===== src/rtl/imem_port_arbiter.sv =====
// -----------------------------------------------------------------------------
// imem_port_arbiter
//
// Shares one single-ported instruction/data memory between the multicycle CPU
// memory path and a debug/program-loader port. A three-state owner FSM
// (IDLE / CPU / DBG) grants the memory to one side at a time. When both sides
// want the memory, the owner keeps it for at most MAX_HOLD consecutive cycles.
// On a conflict out of IDLE, the side that did not own the memory last wins.
//
// Optional feature (macro IMEM_ARB_DBG_LOCK_EN):
//   Adds the dbg_lock input. While DBG owns the memory and dbg_lock is high,
//   ownership never leaves DBG. This supports atomic program loads.
//
// Ports:
//   clk, rst                  clock; asynchronous active-low reset
//   cpu_req/we/addr/wdata     CPU access request (held until granted)
//   cpu_gnt                   CPU access performed this cycle
//   cpu_stall                 cpu_req & ~cpu_gnt, freezes the CPU controller
//   cpu_rvalid/cpu_rdata      registered read data, valid the cycle after a read
//   dbg_*                     same set of ports for the debug/loader side
//   dbg_lock                  (optional) keep DBG ownership while high
//   mem_addr/wdata/we         muxed access toward the memory block
//   mem_rdata                 combinational read data from the memory block
//   owner                     FSM state: 00 IDLE, 01 CPU, 10 DBG
// -----------------------------------------------------------------------------
module imem_port_arbiter #(
   parameter int WIDTH    = 32,
   parameter int ADDR_W   = 5,
   parameter int MAX_HOLD = 8
) (
   input  logic              clk,
   input  logic              rst,
`ifdef IMEM_ARB_DBG_LOCK_EN
   input  logic              dbg_lock,
`endif
   input  logic              cpu_req,
   input  logic              cpu_we,
   input  logic [ADDR_W-1:0] cpu_addr,
   input  logic [WIDTH-1:0]  cpu_wdata,
   output logic              cpu_gnt,
   output logic              cpu_stall,
   output logic              cpu_rvalid,
   output logic [WIDTH-1:0]  cpu_rdata,
   input  logic              dbg_req,
   input  logic              dbg_we,
   input  logic [ADDR_W-1:0] dbg_addr,
   input  logic [WIDTH-1:0]  dbg_wdata,
   output logic              dbg_gnt,
   output logic              dbg_stall,
   output logic              dbg_rvalid,
   output logic [WIDTH-1:0]  dbg_rdata,
   output logic [ADDR_W-1:0] mem_addr,
   output logic [WIDTH-1:0]  mem_wdata,
   output logic              mem_we,
   input  logic [WIDTH-1:0]  mem_rdata,
   output logic [1:0]        owner
);

   typedef enum logic [1:0] {
      OWN_IDLE = 2'b00,
      OWN_CPU  = 2'b01,
      OWN_DBG  = 2'b10
   } owner_t;

   // The owner may keep the memory while hold_cnt is below this limit.
   localparam logic [7:0] HOLD_LIM = 8'(MAX_HOLD - 1);

   owner_t             owner_q, owner_d;
   logic [7:0]         hold_cnt_q, hold_cnt_d;
   logic               last_dbg_q, last_dbg_d;   // 1: DBG owned the memory last
   logic               cpu_rvalid_q, cpu_rvalid_d;
   logic               dbg_rvalid_q, dbg_rvalid_d;
   logic [WIDTH-1:0]   cpu_rdata_q, cpu_rdata_d;
   logic [WIDTH-1:0]   dbg_rdata_q, dbg_rdata_d;
   logic               dbg_lock_hold;

`ifdef IMEM_ARB_DBG_LOCK_EN
   assign dbg_lock_hold = (owner_q == OWN_DBG) & dbg_lock;
`else
   assign dbg_lock_hold = 1'b0;
`endif

   // Grants depend only on registered state and the live request. As a
   // result, an asynchronous reset removes them at once.
   assign cpu_gnt   = (owner_q == OWN_CPU) & cpu_req;
   assign dbg_gnt   = (owner_q == OWN_DBG) & dbg_req;
   assign cpu_stall = cpu_req & ~cpu_gnt;
   assign dbg_stall = dbg_req & ~dbg_gnt;
   assign owner     = owner_q;

   assign cpu_rvalid = cpu_rvalid_q;
   assign dbg_rvalid = dbg_rvalid_q;
   assign cpu_rdata  = cpu_rdata_q;
   assign dbg_rdata  = dbg_rdata_q;

   // Memory mux: drive zeros when no side holds a grant.
   always_comb begin
      mem_addr  = '0;
      mem_wdata = '0;
      mem_we    = 1'b0;
      if (cpu_gnt) begin
         mem_addr  = cpu_addr;
         mem_wdata = cpu_wdata;
         mem_we    = cpu_we;
      end else if (dbg_gnt) begin
         mem_addr  = dbg_addr;
         mem_wdata = dbg_wdata;
         mem_we    = dbg_we;
      end
   end

   // Next owner, hold counter and last-owner memory
   always_comb begin
      owner_d    = owner_q;
      hold_cnt_d = hold_cnt_q;
      last_dbg_d = last_dbg_q;

      case (owner_q)
         OWN_IDLE: begin
            if (cpu_req && dbg_req) owner_d = last_dbg_q ? OWN_CPU : OWN_DBG;
            else if (cpu_req)       owner_d = OWN_CPU;
            else if (dbg_req)       owner_d = OWN_DBG;
         end
         OWN_CPU: begin
            if (cpu_req && (!dbg_req || hold_cnt_q < HOLD_LIM)) owner_d = OWN_CPU;
            else if (dbg_req)                                  owner_d = OWN_DBG;
            else                                               owner_d = OWN_IDLE;
         end
         OWN_DBG: begin
            if (dbg_lock_hold)                                  owner_d = OWN_DBG;
            else if (dbg_req && (!cpu_req || hold_cnt_q < HOLD_LIM)) owner_d = OWN_DBG;
            else if (cpu_req)                                   owner_d = OWN_CPU;
            else                                                owner_d = OWN_IDLE;
         end
         default: owner_d = OWN_IDLE;
      endcase

      if (owner_d != owner_q) begin
         hold_cnt_d = 8'd0;
         if (owner_q == OWN_CPU) last_dbg_d = 1'b0;
         if (owner_q == OWN_DBG) last_dbg_d = 1'b1;
      end else if (owner_q != OWN_IDLE && hold_cnt_q != 8'hFF) begin
         hold_cnt_d = hold_cnt_q + 8'd1;
      end
   end

   // Read capture: rdata keeps its value until the next read by that side.
   always_comb begin
      cpu_rvalid_d = cpu_gnt & ~cpu_we;
      dbg_rvalid_d = dbg_gnt & ~dbg_we;
      cpu_rdata_d  = cpu_rvalid_d ? mem_rdata : cpu_rdata_q;
      dbg_rdata_d  = dbg_rvalid_d ? mem_rdata : dbg_rdata_q;
   end

   always_ff @(posedge clk or negedge rst) begin
      if (!rst) begin
         owner_q      <= OWN_IDLE;
         hold_cnt_q   <= 8'd0;
         last_dbg_q   <= 1'b1;
         cpu_rvalid_q <= 1'b0;
         dbg_rvalid_q <= 1'b0;
         cpu_rdata_q  <= '0;
         dbg_rdata_q  <= '0;
      end else begin
         owner_q      <= owner_d;
         hold_cnt_q   <= hold_cnt_d;
         last_dbg_q   <= last_dbg_d;
         cpu_rvalid_q <= cpu_rvalid_d;
         dbg_rvalid_q <= dbg_rvalid_d;
         cpu_rdata_q  <= cpu_rdata_d;
         dbg_rdata_q  <= dbg_rdata_d;
      end
   end

endmodule


===== config.mk =====
export PLATFORM = sky130hd
export DESIGN_NAME = imem_port_arbiter
export DESIGN_NICKNAME = d
export VERILOG_FILES = /design/src/rtl/imem_port_arbiter.sv
export SDC_FILE = /design/constraint.sdc
export NUM_CORES = 1
export LEC_CHECK = 0
export ABC_AREA = 0
export CORE_MARGIN = 10
export CORE_UTILIZATION = 37
export CTS_CLUSTER_SIZE = 10
export DETAILED_ROUTE_END_ITERATION = 7
export PLACE_DENSITY_LB_ADDON = 0.08
export SLEW_MARGIN = 20
export SYNTH_ARGS = -nofsm -noshare
export SYNTH_HDL_FRONTEND = slang
export SYNTH_SLANG_ARGS = --single-unit

===== constraint.sdc =====
create_clock -name clk -period 2.86 [get_ports clk]
set_clock_uncertainty 0.05 [all_clocks]
set_input_delay 0.715 -clock clk [delete_from_list [all_inputs] [get_ports clk]]
set_output_delay 0.715 -clock clk [all_outputs]
set_load 0.01 [all_outputs]

# Yosys cells after proc, flatten, opt, wreduce, memory -nomap -nowiden
# Index checks and enable logic that the tools add are counted.
[word_totals] regBits=77 output_inout_bits=110 wordCells=55
[classes] reduce_logical=13 mux=19 n_addsub=1 eq_ne=4 magnitude_cmp=1 n_bitwise=10
[op_table] cell="two-way mux 32 bit" count=2
[op_table] cell="two-way mux 8 bit" count=2
[op_table] cell="two-way mux 2 bit" count=7
[op_table] cell="two-way mux 5 bit" count=2
[op_table] cell="adder 8 x 1 -> 8 bit (second input constant)" count=1
[op_table] cell="less-than comparator 8 x 3 -> 1 bit (second input constant)" count=1
[op_table] cell="!= test 8 bit (second input constant)" count=1
[op_table] cell="bitwise AND 1 bit" count=6
[op_table] cell="one-hot mux 2 bit (3 select lines)" count=1
[op_table] cell="nonzero test 2 bit" count=3
[op_table] cell="two-way mux 1 bit" count=5
[op_table] cell="logical AND 1 bit" count=4
[op_table] cell="inverter 1 bit" count=4
[op_table] cell="equality test 2 x 1 -> 1 bit (second input constant)" count=1
[op_table] cell="equality test 2 bit (second input constant)" count=1
[op_table] cell="logical NOT 1 bit" count=2
[op_table] cell="logical NOT 2 bit" count=1
[op_table] cell="logical OR 1 bit" count=2
[op_table] cell="!= test 2 bit" count=1
[op_table] cell="AND reduction 2 bit" count=1

# Logic depth before layout (Yosys ltp)
[depth] ltp_word=7 depth_mapped=10

# Worst setup path after synthesis
# Ideal clock, no wire load.
[synth_path] path_type="register to output" startpoint="register owner_q[1], in the netlist owner[1]" endpoint="output mem_wdata[21]" n_path_buf=2 arrival_ns=1.851 slack_ns=0.244 stages_incl_launch_ff=9 path_cell_list="dfrtp_1 > inv_1 > ha_1 > nand2_1 > inv_1 > nor2_1 > clkbuf_1 > buf_1 > a22o_1"
[synth_via] elab_chain_cells=4
[synth_rtl] element="from (decl)" line="68" rtl="owner_t owner_q, owner_d;"
[synth_rtl] element="from (signal assigned)" line="165" rtl="owner_q <= owner_d;"
[synth_rtl] element="equality test 2 bit" line="86" rtl="assign dbg_gnt = (owner_q == OWN_DBG) & dbg_req;"
[synth_rtl] element="bitwise AND 1 bit" line="86"
[synth_rtl] element="two-way mux 32 bit" line="105" rtl="end else if (dbg_gnt) begin"
[synth_rtl] element="two-way mux 32 bit *" line="101" rtl="if (cpu_gnt) begin"
[synth_rtl] element="to (decl)" line="53" rtl="output logic [WIDTH-1:0] mem_wdata,"
# Mark *: on every way between the ends. The rest lies on a longest branch, timed or not.

# Final worst setup path
[layout_path] startpoint="register owner_q[0], in the netlist owner[0]" endpoint="output mem_wdata[13]"
# Same word-level chain as after synthesis.

==> summary.md <==
| Metric | Value |
|---|---|
| Area Overhead vs Synth | `79.3%` |
| Syn Nets | `519` |
| DRC | `0` |
| Status | `complete, no violations` |
| Tot GR Track Use | `20.7%` |
| Worst hold margin | `0.258 ns` |
| Worst r2r src | `owner[1]` |
| Max IR drop VDD | `0.000518 V` |
| Pwr Total | `slightly below 0.006 W` |
| Number of cells produced by synthesis | `402` |
| Via/cell ratio | `4.77` |
| R2R cell count | `14` |
| Overflow left after global routing | `0` |
| Critical path fanouts, max | `11` |
| Clk sinks | `77` |
| Hold_buf cts | `0` |
| Largest net degree at the start of global routing | `45` |
| DP HPWL | `about 11000 µm` |
| DRT iter0 DRCs | `265` |
| Maximum clock rate | `360 MHz` |
| CTS tree | `yes` |
| IO Port Bufs | `221` |
| CP Launch Type | `flop` |
| Final hold viol count | `0` |
| Count leader, synth | `nand2_1` |
| Layout cell share with drive strength beyond 1 | `14.4%` |
| CP arrival | `roughly 2.0 ns` |
| # rows | `35` |
| Top-level I/O count | `222` |
| Max Cap Viol | `0` |
| Routed Antenna Nets | `0` |
| Crit path capture type | `primary output` |
| Max incr delay on CP | `roughly 0.43 ns` |
| Die X-Extent | `118 µm` |
| Cell variety after synth | `36` |
| Sequential element share of the synthesized area | `54.2%` |
| Nets | `772` |
| Critical Path Start | `owner[0]` |
| Seq cells post-synth | `between 70 and 80` |
| Clk slew on worst S/H paths | `0.09 ns` |
| Die Y | `about 120 µm` |
| Overall routed net length | `~15000 µm` |
| Die ar. | `13900 µm²` |
| Crit-path slowest cell | `dfrtp_1` |
| Num CTS Buffers | `9` |
| Min-delay worst type | `primary input to asynchronous set/reset pin` |
| Core Area | `9280 µm²` |
| Clk buf depth | `2` |
| First-pass GRT wire length | `22900 µm` |
| Top_reg_cell synth | `dfrtp_1` |
| Period minus WS final | `2.78 ns` |
| Vias in the first global route | `3794` |
| Worst EP required | `2.10 ns` |
| H-tree Lvls | `3` |
| Crit Path Category | `flop to primary output` |
| N_diodes | `0` |
| Synth async-reset ratio | `100%` |
| Synth warn | `0` |
| GP Congestion | `0.810` |
| Worst setup margin | `0.0810 ns` |
| Synthesized area | `3560 µm²` |
| Post-Place Worst Slack | `-0.377 ns` |
| Initial Util | `38.3%` |
| Slew @ Worst Pin | `0.537 ns` |
| Via count | `3761` |
| Max_slew headroom | `63.9%` |
| Setup-failing EPs final | `0` |
| Synth area leaders | `dfrtp_1, nand2_1, a22o_1` |
| Post-synth EDFFs | `0` |
| P per Cell Area | `909 nW/µm²` |
| Area share of the largest cell type after synthesis | `53.4%` |
| Drt first pass iters | `4` |
| Wire length per cell | `roughly 19 µm` |
| Final Cycle Share | `between 90% and 100%` |
| Initial antenna violation count | `0` |
| Clk root buf | `clkbuf_8` |
| Top cells by count, synth | `nand2_1, dfrtp_1, a22o_1` |
| Syn avg cell area | `around 9 µm²` |
| Max Slew Vio Count | `0` |
| Cell taking the most area after synthesis | `dfrtp_1` |
| Worst skew pair latency | `0.35 ns` |
| Lkg Pwr | `between 3 and 4 nW` |
| Crit-path cells | `ha_4 -> nand2_2 -> inv_4 -> nor2_4 -> buf_16 -> buf_6 -> a22o_1 -> dlygate4sd2_1` |
-- power breakdown --
| group | internal (W) | leakage, nW | switching (W) |
|---|---|---|---|
| registers | 0.00156 | 0.974 | 0.000251 |
| logic | 0.00170 | 2.06 | 0.00144 |
| clock network | 0.000415 | 0.101 | 0.000436 |
-- worst max-delay path: cells and delay by family, from the launching register on --
kind	cells	cell delay (ns)
adders and majority gates	1	0.19
AOI/OAI and AO/OA	1	0.13
DFF	1	0.43
buffers and inverters	4	0.60
and+or+nand+nor	2	0.30
-- worst paths after layout --
path | to | slack, ns
max in group asynchronous | dbg_rdata[3] | 1.91
setup reg to reg | last_dbg_q | 0.12
hold reg to reg | cpu_rdata[14] | 0.43
min in group clk | cpu_rdata[14] | 0.43
hold / removal | dbg_rdata[10] | 0.26
setup / recovery | mem_wdata[13] | 0.08
-- metrics by stage --
stage / instance area [µm²] / util [%] / instances / setup TNS [ns]
after floorplan: 3560 / - / 402 / 0
after global placement: 6070 / 65.4 / 755 / -12.35
after detailed placement: 6070 / 65.4 / 755 / -12.87
after CTS: 6350 / 68.4 / 786 / -0.0184
after global routing: 6380 / 68.7 / 789 / -0.0221
final: 6380 / 68.7 / 789 / 0
-- repair_timing --
item	CTS	global route
resized for setup	102	16
gates cloned	1	0
pin swaps	2	3
setup buffers	14	4
endpoints found under the setup margin	39	28
-- sequential cells by signal, summed over array words and instances, names as in the netlist --
name	count
cpu_rvalid	1
dbg_rvalid	1
last_dbg_q	1
owner	2
cpu_rdata	32
hold_cnt_q	8
dbg_rdata	32
-- cells by family (layout without fill, tap and decap cells) --
family                     count (synthesis)  count (layout)  share of synthesized area, %
xor gates and xnor gates                   8               8                          1.97
buffers and inverters                     28             286                          2.95
AOI/OAI and AO/OA                         48              48                          11.3
adders and majority gates                  5               5                          1.76
DFF                                       77              77                          54.2
and+or+nand+nor                          233             233                          26.9
muxes                                      3               3                         0.914
-- layer usage --
layer	track usage [%]	routed length, µm	vias to the layer above
met5	0	0	-
met4	4.40	156	0
met3	7.72	1300	10
met2	36.7	7570	162
met1	22.9	5910	1777
li1	-	-	1812
-- cell usage in the layout, fill, tap and decap left out, drive strengths merged, types with 2 or more instances in the layout --
cell             n
nor3             3
nor4             2
and2             2
nand2b           2
nor2            13
dlygate4sd2     16
a21oi            2
nand3            5
ha               5
nand2          199
xor2             5
a22o            38
dfrtp           76
buf             61
o21ai            2
clkdlybuf4s50  179
inv              9
xnor2            3
clkdlybuf4s15    6
nor2b            3
mux2             2
clkbuf          11
clkinv           2
-- layout make-up --
cell class	instances	area, µm²
multi-input cells	297	1560
inverters	6	25.0
repair buffers	264	2500
fillers	783	2910
clock buffers	9	124
flip-flops and latches	77	1930
well taps	129	161
clock inverters	7	81.3
Note: power is estimated with default switching activity, not from simulation.
